File: src/rtl/shift_pipe_scheduler.sv
// Round-robin front end sharing one LENGTH-deep shift pipeline between NREQ requesters.
// Each beat travels with its requester ID; the whole pipe stalls on downstream backpressure.
module shift_pipe_scheduler #(
    parameter int unsigned  WIDTH  = 8,
    parameter int unsigned  LENGTH = 4,
    parameter int unsigned  NREQ   = 4,
    localparam int unsigned IDW    = (NREQ > 1) ? $clog2(NREQ) : 1,
    localparam int unsigned OCCW   = $clog2(LENGTH + 1)
) (
    input  logic                    clock,
    input  logic                    reset,
    input  logic [NREQ-1:0]         req_valid,
    input  logic [NREQ*WIDTH-1:0]   req_data,
    output logic [NREQ-1:0]         req_ready,
    output logic                    out_valid,
    output logic [WIDTH-1:0]        out_data,
    output logic [IDW-1:0]          out_id,
    input  logic                    out_ready,
    output logic [OCCW-1:0]         occupancy,
    output logic                    busy
);

    logic                 valid_q [LENGTH];
    logic                 valid_d [LENGTH];
    logic [IDW-1:0]       id_q    [LENGTH];
    logic [IDW-1:0]       id_d    [LENGTH];
    logic [WIDTH-1:0]     data_q  [LENGTH];
    logic [WIDTH-1:0]     data_d  [LENGTH];
    logic [IDW-1:0]       ptr_q, ptr_d;
    logic [OCCW-1:0]      occ_q, occ_d;
    logic                 busy_q, busy_d;

    logic [2*NREQ-1:0]    rot_c;
    logic [IDW-1:0]       off_c;
    logic [IDW:0]         sum_c;
    logic [IDW-1:0]       gid_c;
    logic [WIDTH-1:0]     gdata_c;
    logic                 any_c;
    logic                 advance_c;
    logic                 accept_c;
    logic                 xfer_c;

    // Rotate requests so bit 0 is the requester at ptr; lowest set bit wins.
    always_comb begin
        rot_c = (2*NREQ)'({req_valid, req_valid} >> ptr_q);
        any_c = 1'b0;
        off_c = '0;
        for (int k = NREQ - 1; k >= 0; k--) begin
            if (rot_c[k]) begin
                any_c = 1'b1;
                off_c = IDW'(k);
            end
        end
        sum_c = (IDW+1)'(ptr_q) + (IDW+1)'(off_c);
        if (sum_c >= (IDW+1)'(NREQ)) begin
            sum_c = sum_c - (IDW+1)'(NREQ);
        end
        gid_c   = IDW'(sum_c);
        gdata_c = '0;
        for (int k = 0; k < NREQ; k++) begin
            if (gid_c == IDW'(k)) begin
                gdata_c = req_data[k*WIDTH +: WIDTH];
            end
        end
    end

    // Handshake: the pipe only moves when the last stage is empty or draining.
    always_comb begin
        advance_c = !valid_q[LENGTH-1] || out_ready;
        accept_c  = any_c && advance_c && !reset;
        xfer_c    = valid_q[LENGTH-1] && out_ready && !reset;
        req_ready = '0;
        for (int k = 0; k < NREQ; k++) begin
            req_ready[k] = accept_c && (gid_c == IDW'(k));
        end
    end

    // Next state: shift on advance, bubbles enter stage 0 when nothing is granted.
    always_comb begin
        for (int i = 0; i < LENGTH; i++) begin
            valid_d[i] = valid_q[i];
            id_d[i]    = id_q[i];
            data_d[i]  = data_q[i];
        end
        ptr_d = ptr_q;
        if (advance_c) begin
            for (int i = LENGTH - 1; i > 0; i--) begin
                valid_d[i] = valid_q[i-1];
                id_d[i]    = id_q[i-1];
                data_d[i]  = data_q[i-1];
            end
            valid_d[0] = accept_c;
            id_d[0]    = accept_c ? gid_c : '0;
            data_d[0]  = accept_c ? gdata_c : '0;
        end
        if (accept_c) begin
            ptr_d = (gid_c == IDW'(NREQ - 1)) ? '0 : gid_c + IDW'(1);
        end
        occ_d  = occ_q + OCCW'(accept_c) - OCCW'(xfer_c);
        busy_d = (occ_d != '0);
    end

    always_ff @(posedge clock) begin
        if (reset) begin
            for (int i = 0; i < LENGTH; i++) begin
                valid_q[i] <= 1'b0;
                id_q[i]    <= '0;
                data_q[i]  <= '0;
            end
            ptr_q  <= '0;
            occ_q  <= '0;
            busy_q <= 1'b0;
        end else begin
            for (int i = 0; i < LENGTH; i++) begin
                valid_q[i] <= valid_d[i];
                id_q[i]    <= id_d[i];
                data_q[i]  <= data_d[i];
            end
            ptr_q  <= ptr_d;
            occ_q  <= occ_d;
            busy_q <= busy_d;
        end
    end

    assign out_valid = valid_q[LENGTH-1];
    assign out_data  = data_q[LENGTH-1];
    assign out_id    = id_q[LENGTH-1];
    assign occupancy = occ_q;
    assign busy      = busy_q;

endmodule

File: config.mk
export PLATFORM = sky130hd
export DESIGN_NAME = shift_pipe_scheduler
export DESIGN_NICKNAME = d
export VERILOG_FILES = /design/src/rtl/shift_pipe_scheduler.sv
export SDC_FILE = /design/constraint.sdc
export NUM_CORES = 1
export LEC_CHECK = 0
export ABC_AREA = 1
export BUFFER_PORTS_ARGS = -buffer_cell sky130_fd_sc_hd__buf_2
export CAP_MARGIN = 20
export CORE_MARGIN = 1
export CORE_UTILIZATION = 40
export DETAILED_ROUTE_END_ITERATION = 7
export GPL_TIMING_DRIVEN = 0
export SKIP_CTS_REPAIR_TIMING = 1
export SYNTH_ARGS = -nofsm -noshare
export SYNTH_HDL_FRONTEND = slang
export SYNTH_SLANG_ARGS = --single-unit
File: constraint.sdc
create_clock -name clock -period 3 [get_ports clock]
set_input_delay 0.45 -clock clock [delete_from_list [all_inputs] [get_ports clock]]
set_output_delay 0.45 -clock clock [all_outputs]
set_load 0.02 [all_outputs]
==> results.sh <==
export IMPL_r2r_end="data_q[0][5]"
export IMPL_critPathMaxStageDelay_ns=0.41
export IMPL_whs_ns=0.408
export IMPL_grt_max_degree=17
export IMPL_core_area_um2=5470
export IMPL_fin_util=0.543
export IMPL_period_share=0.976
export IMPL_grt_pass1_vias=1825
export IMPL_worstPathCellList="nand2_1, nand3_1, nand2_1, a21boi_2, ha_2, xor2_2, nand3b_1, nand2_2, ha_4, buf_6, inv_2, buf_6, nor2_1, buf_4"
export IMPL_ys_warn_count=0
export IMPL_fin_nets=406
export IMPL_ios=58
export IMPL_netlist_area_um2=2270
export IMPL_slew_viol_final=0
export IMPL_hold_class="input port to flip-flop"
export IMPL_post_route_min_period_ns=2.93
export IMPL_num_vias=2032
export IMPL_internal_power_mw=1.96
export IMPL_cp_required_ns=2.55
export IMPL_layout_drive_gt1_share=0.342
export IMPL_netlist_area_leader_share=0.442
export IMPL_routed_via_density=4.70
export IMPL_status="finished clean"
export IMPL_syn_area_per_cell_um2=7.82
export IMPL_place_area_um2=2640
export IMPL_ff2ff_path_depth=19
export IMPL_globalRouteTotalUtil=0.173
export IMPL_final_setup_viol_count=0
export IMPL_r2r_start="ptr_q[1]"
export IMPL_synth_xor_area_frac=0.0116
export IMPL_design_area_um2=2970
export IMPL_dieWidth_um=77.3
export IMPL_synthesis_nets=337
export IMPL_cts_tree="done"
export IMPL_dieArea_um2=5970
export IMPL_routabilityCongestion=0.780
export IMPL_placed_cells=418
export IMPL_finalClockSkew_ns=0.0100
export IMPL_holdPathStages=2
export IMPL_ant_nets=0
export IMPL_yosys_area_top_type="dfxtp_1"
export IMPL_crit_path_top_delay_cell="dfxtp_4"
export IMPL_areaGrowthSynthToFinish_pct=31.1
export IMPL_p_seq_frac=0.254
export IMPL_power_density_nw_per_um2=1130
export IMPL_end_kind="primary output"
export IMPL_seq_area_frac_synth=0.442
export IMPL_cts_root_buf="clkbuf_8"
export IMPL_cts_sinks=50
export IMPL_clockPowerShare=0.149
export IMPL_max_slew_worst_pin_slew_ns=0.479
export IMPL_drt_initial_drc_count=105
export IMPL_antenna_found_initial=0
export IMPL_leakagePower_nw=1.35
export IMPL_power_switching_mw=1.39
export IMPL_synthAdderAreaFrac=0.0475
export IMPL_synthMuxAreaShare=0
export IMPL_hold_viol=0
export IMPL_synth_cell_types=31
export IMPL_hold_end="valid_q[2]"
export IMPL_cp_start_kind="flip-flop"
export IMPL_n_fill_cell=550
export IMPL_syn_inst=290
export IMPL_drc=0
export IMPL_dpl_hpwl_um=3710
export IMPL_path_delay_family="simple AND/OR/NAND/NOR gates"
export IMPL_start_util=0.414
export IMPL_critical_path_class="flip-flop to primary output"
export IMPL_ir_drop_uv=916
export IMPL_h_tree_depth=2
export IMPL_synth_top_family_by_area="compound AO/OA/AOI/OAI gates"
export IMPL_sw_frac_of_total=0.416
export IMPL_synthSimpleGateAreaFrac=0.187
export IMPL_die_h_um=77.3
export IMPL_ys_ff_latch=50
export IMPL_p_total_mw=3.35
export IMPL_antenna_cells=0
export IMPL_finalNonFillerCells=432
export IMPL_maxCapViolations=0
export IMPL_clkTransAtPathRegs_ns=0.10
export IMPL_io_buffer_count=56
export IMPL_first_pass_iters=4
export IMPL_clk_latency_ns=0.30
export IMPL_cts_buffer_depth=2
export IMPL_wl_per_cell_um=11.8
export IMPL_cp_num_buf_inv=4
export IMPL_rrSetupSlack_ns=0.33
export IMPL_rsz0062_at_grt="yes"
export IMPL_synth_compound_area_share=0.189
export IMPL_synth_area_leaders="dfxtp_1 44%, nand2_1 10%, inv_1 7.6%"
export IMPL_timing_fmax_ghz=0.342
export IMPL_rows=27
export IMPL_cts_buffers=5
export IMPL_combPwrFrac=0.596
export IMPL_wl_um=5090
export IMPL_min_from="out_ready"
export IMPL_grt_pass1_wl_um=8130
export IMPL_arrival_ns=2.48
export IMPL_crit_fanout=8
export IMPL_grt_overflow=0
export IMPL_slew_headroom=0.681
-- state kept, by name, summed over array words and instances, names as in the netlist --
signal     flops
id_q           8
occupancy      3
busy           1
data_q        32
valid_q        4
ptr_q          2
-- routing by layer --
metal  routed length, um  share of wire  track usage  up-vias
met4                  78          0.015       0.0736        0
met2                2390           0.47        0.281       55
met1                2390           0.47        0.225      893
met5                   0              0            0        -
met3                 234          0.046       0.0310        7
li1                    -              -            -     1077
-- placed cells by master (no fill, tap or decap), drive strengths merged, types with 8 or more instances in the layout --
cell type and n:
o21ai 21, buf 75, clkbuf 8, dfxtp 50, a21oi 10, nand2 65
nor2 15, inv 52, o22ai 27, nand3 12
-- power by group through the flow --
stage	clock (mW)	combinational [mW]	sequential (mW)
after floorplan	0	1.16	0.882
after global placement	0	1.50	0.854
after detailed placement	0	1.52	0.859
after CTS	0.508	1.54	0.843
after global routing	0.538	2.23	0.863
final	0.499	2.00	0.852
-- worst max-delay path by stage --
stage                      start           end  slack, ns  cells after the start
finish                  ptr_q[0]  req_ready[3]       0.07                     14
global route            ptr_q[0]  req_ready[3]      -0.07                     15
CTS                     ptr_q[0]  req_ready[3]      -0.41                     16
detailed placement  req_valid[3]  req_ready[3]      -0.11                     16
global placement    req_valid[1]  req_ready[3]      -0.09                     16
floorplan               ptr_q[0]  req_ready[1]       0.32                     15
-- synth_stat cells --
cell / n
o22ai_1: 23
xor2_1: 2
buf_12: 1
o21ai_1: 2
o31ai_1: 1
fa_1: 1
ha_1: 7
nor3_2: 1
or2_2: 1
o22ai_2: 4
o211ai_1: 7
inv_2: 5
dfxtp_1: 50
o21ai_0: 18
nor2_8: 1
nand3b_1: 1
nand2_2: 1
buf_2: 10
inv_1: 46
a21oi_1: 10
nor2_1: 12
a21boi_0: 1
buf_4: 1
nand3_1: 12
clkbuf_1: 3
xnor2_1: 1
nand2_4: 2
o21ai_2: 1
o32ai_1: 1
nand2_1: 62
nor2_2: 2
-- cells by family (layout without fill, tap and decap cells) --
group	Yosys count	count (layout)
flops	50	50
xor+xnor	3	3
fa+ha+maj	8	8
buf+inv	66	136
compound gates	68	68
simple gates	95	95
-- final cells by class --
type                            instances  area [um^2]  share of cell area
Buffer                                 15          125              0.0421
Clock buffer                            6         82.6              0.0278
Clock inverter                          2         38.8              0.0130
Inverter                               51          206              0.0694
Multi-Input combinational cell        174         1090               0.366
Sequential cell                        50         1010               0.338
Tap cell                               72         90.1              0.0303
Timing Repair Buffer                   62          337               0.113
-- metrics by stage --
stage,setup TNS [ns],setup WS (ns)
2_1_floorplan,0,0.324
3_3_place_gp,-0.0935,-0.0935
3_5_place_dp,-0.111,-0.111
4_1_cts,-0.962,-0.415
5_1_grt,-0.202,-0.0660
6_report,0,0.0728
(Power assumes the default switching activity.)
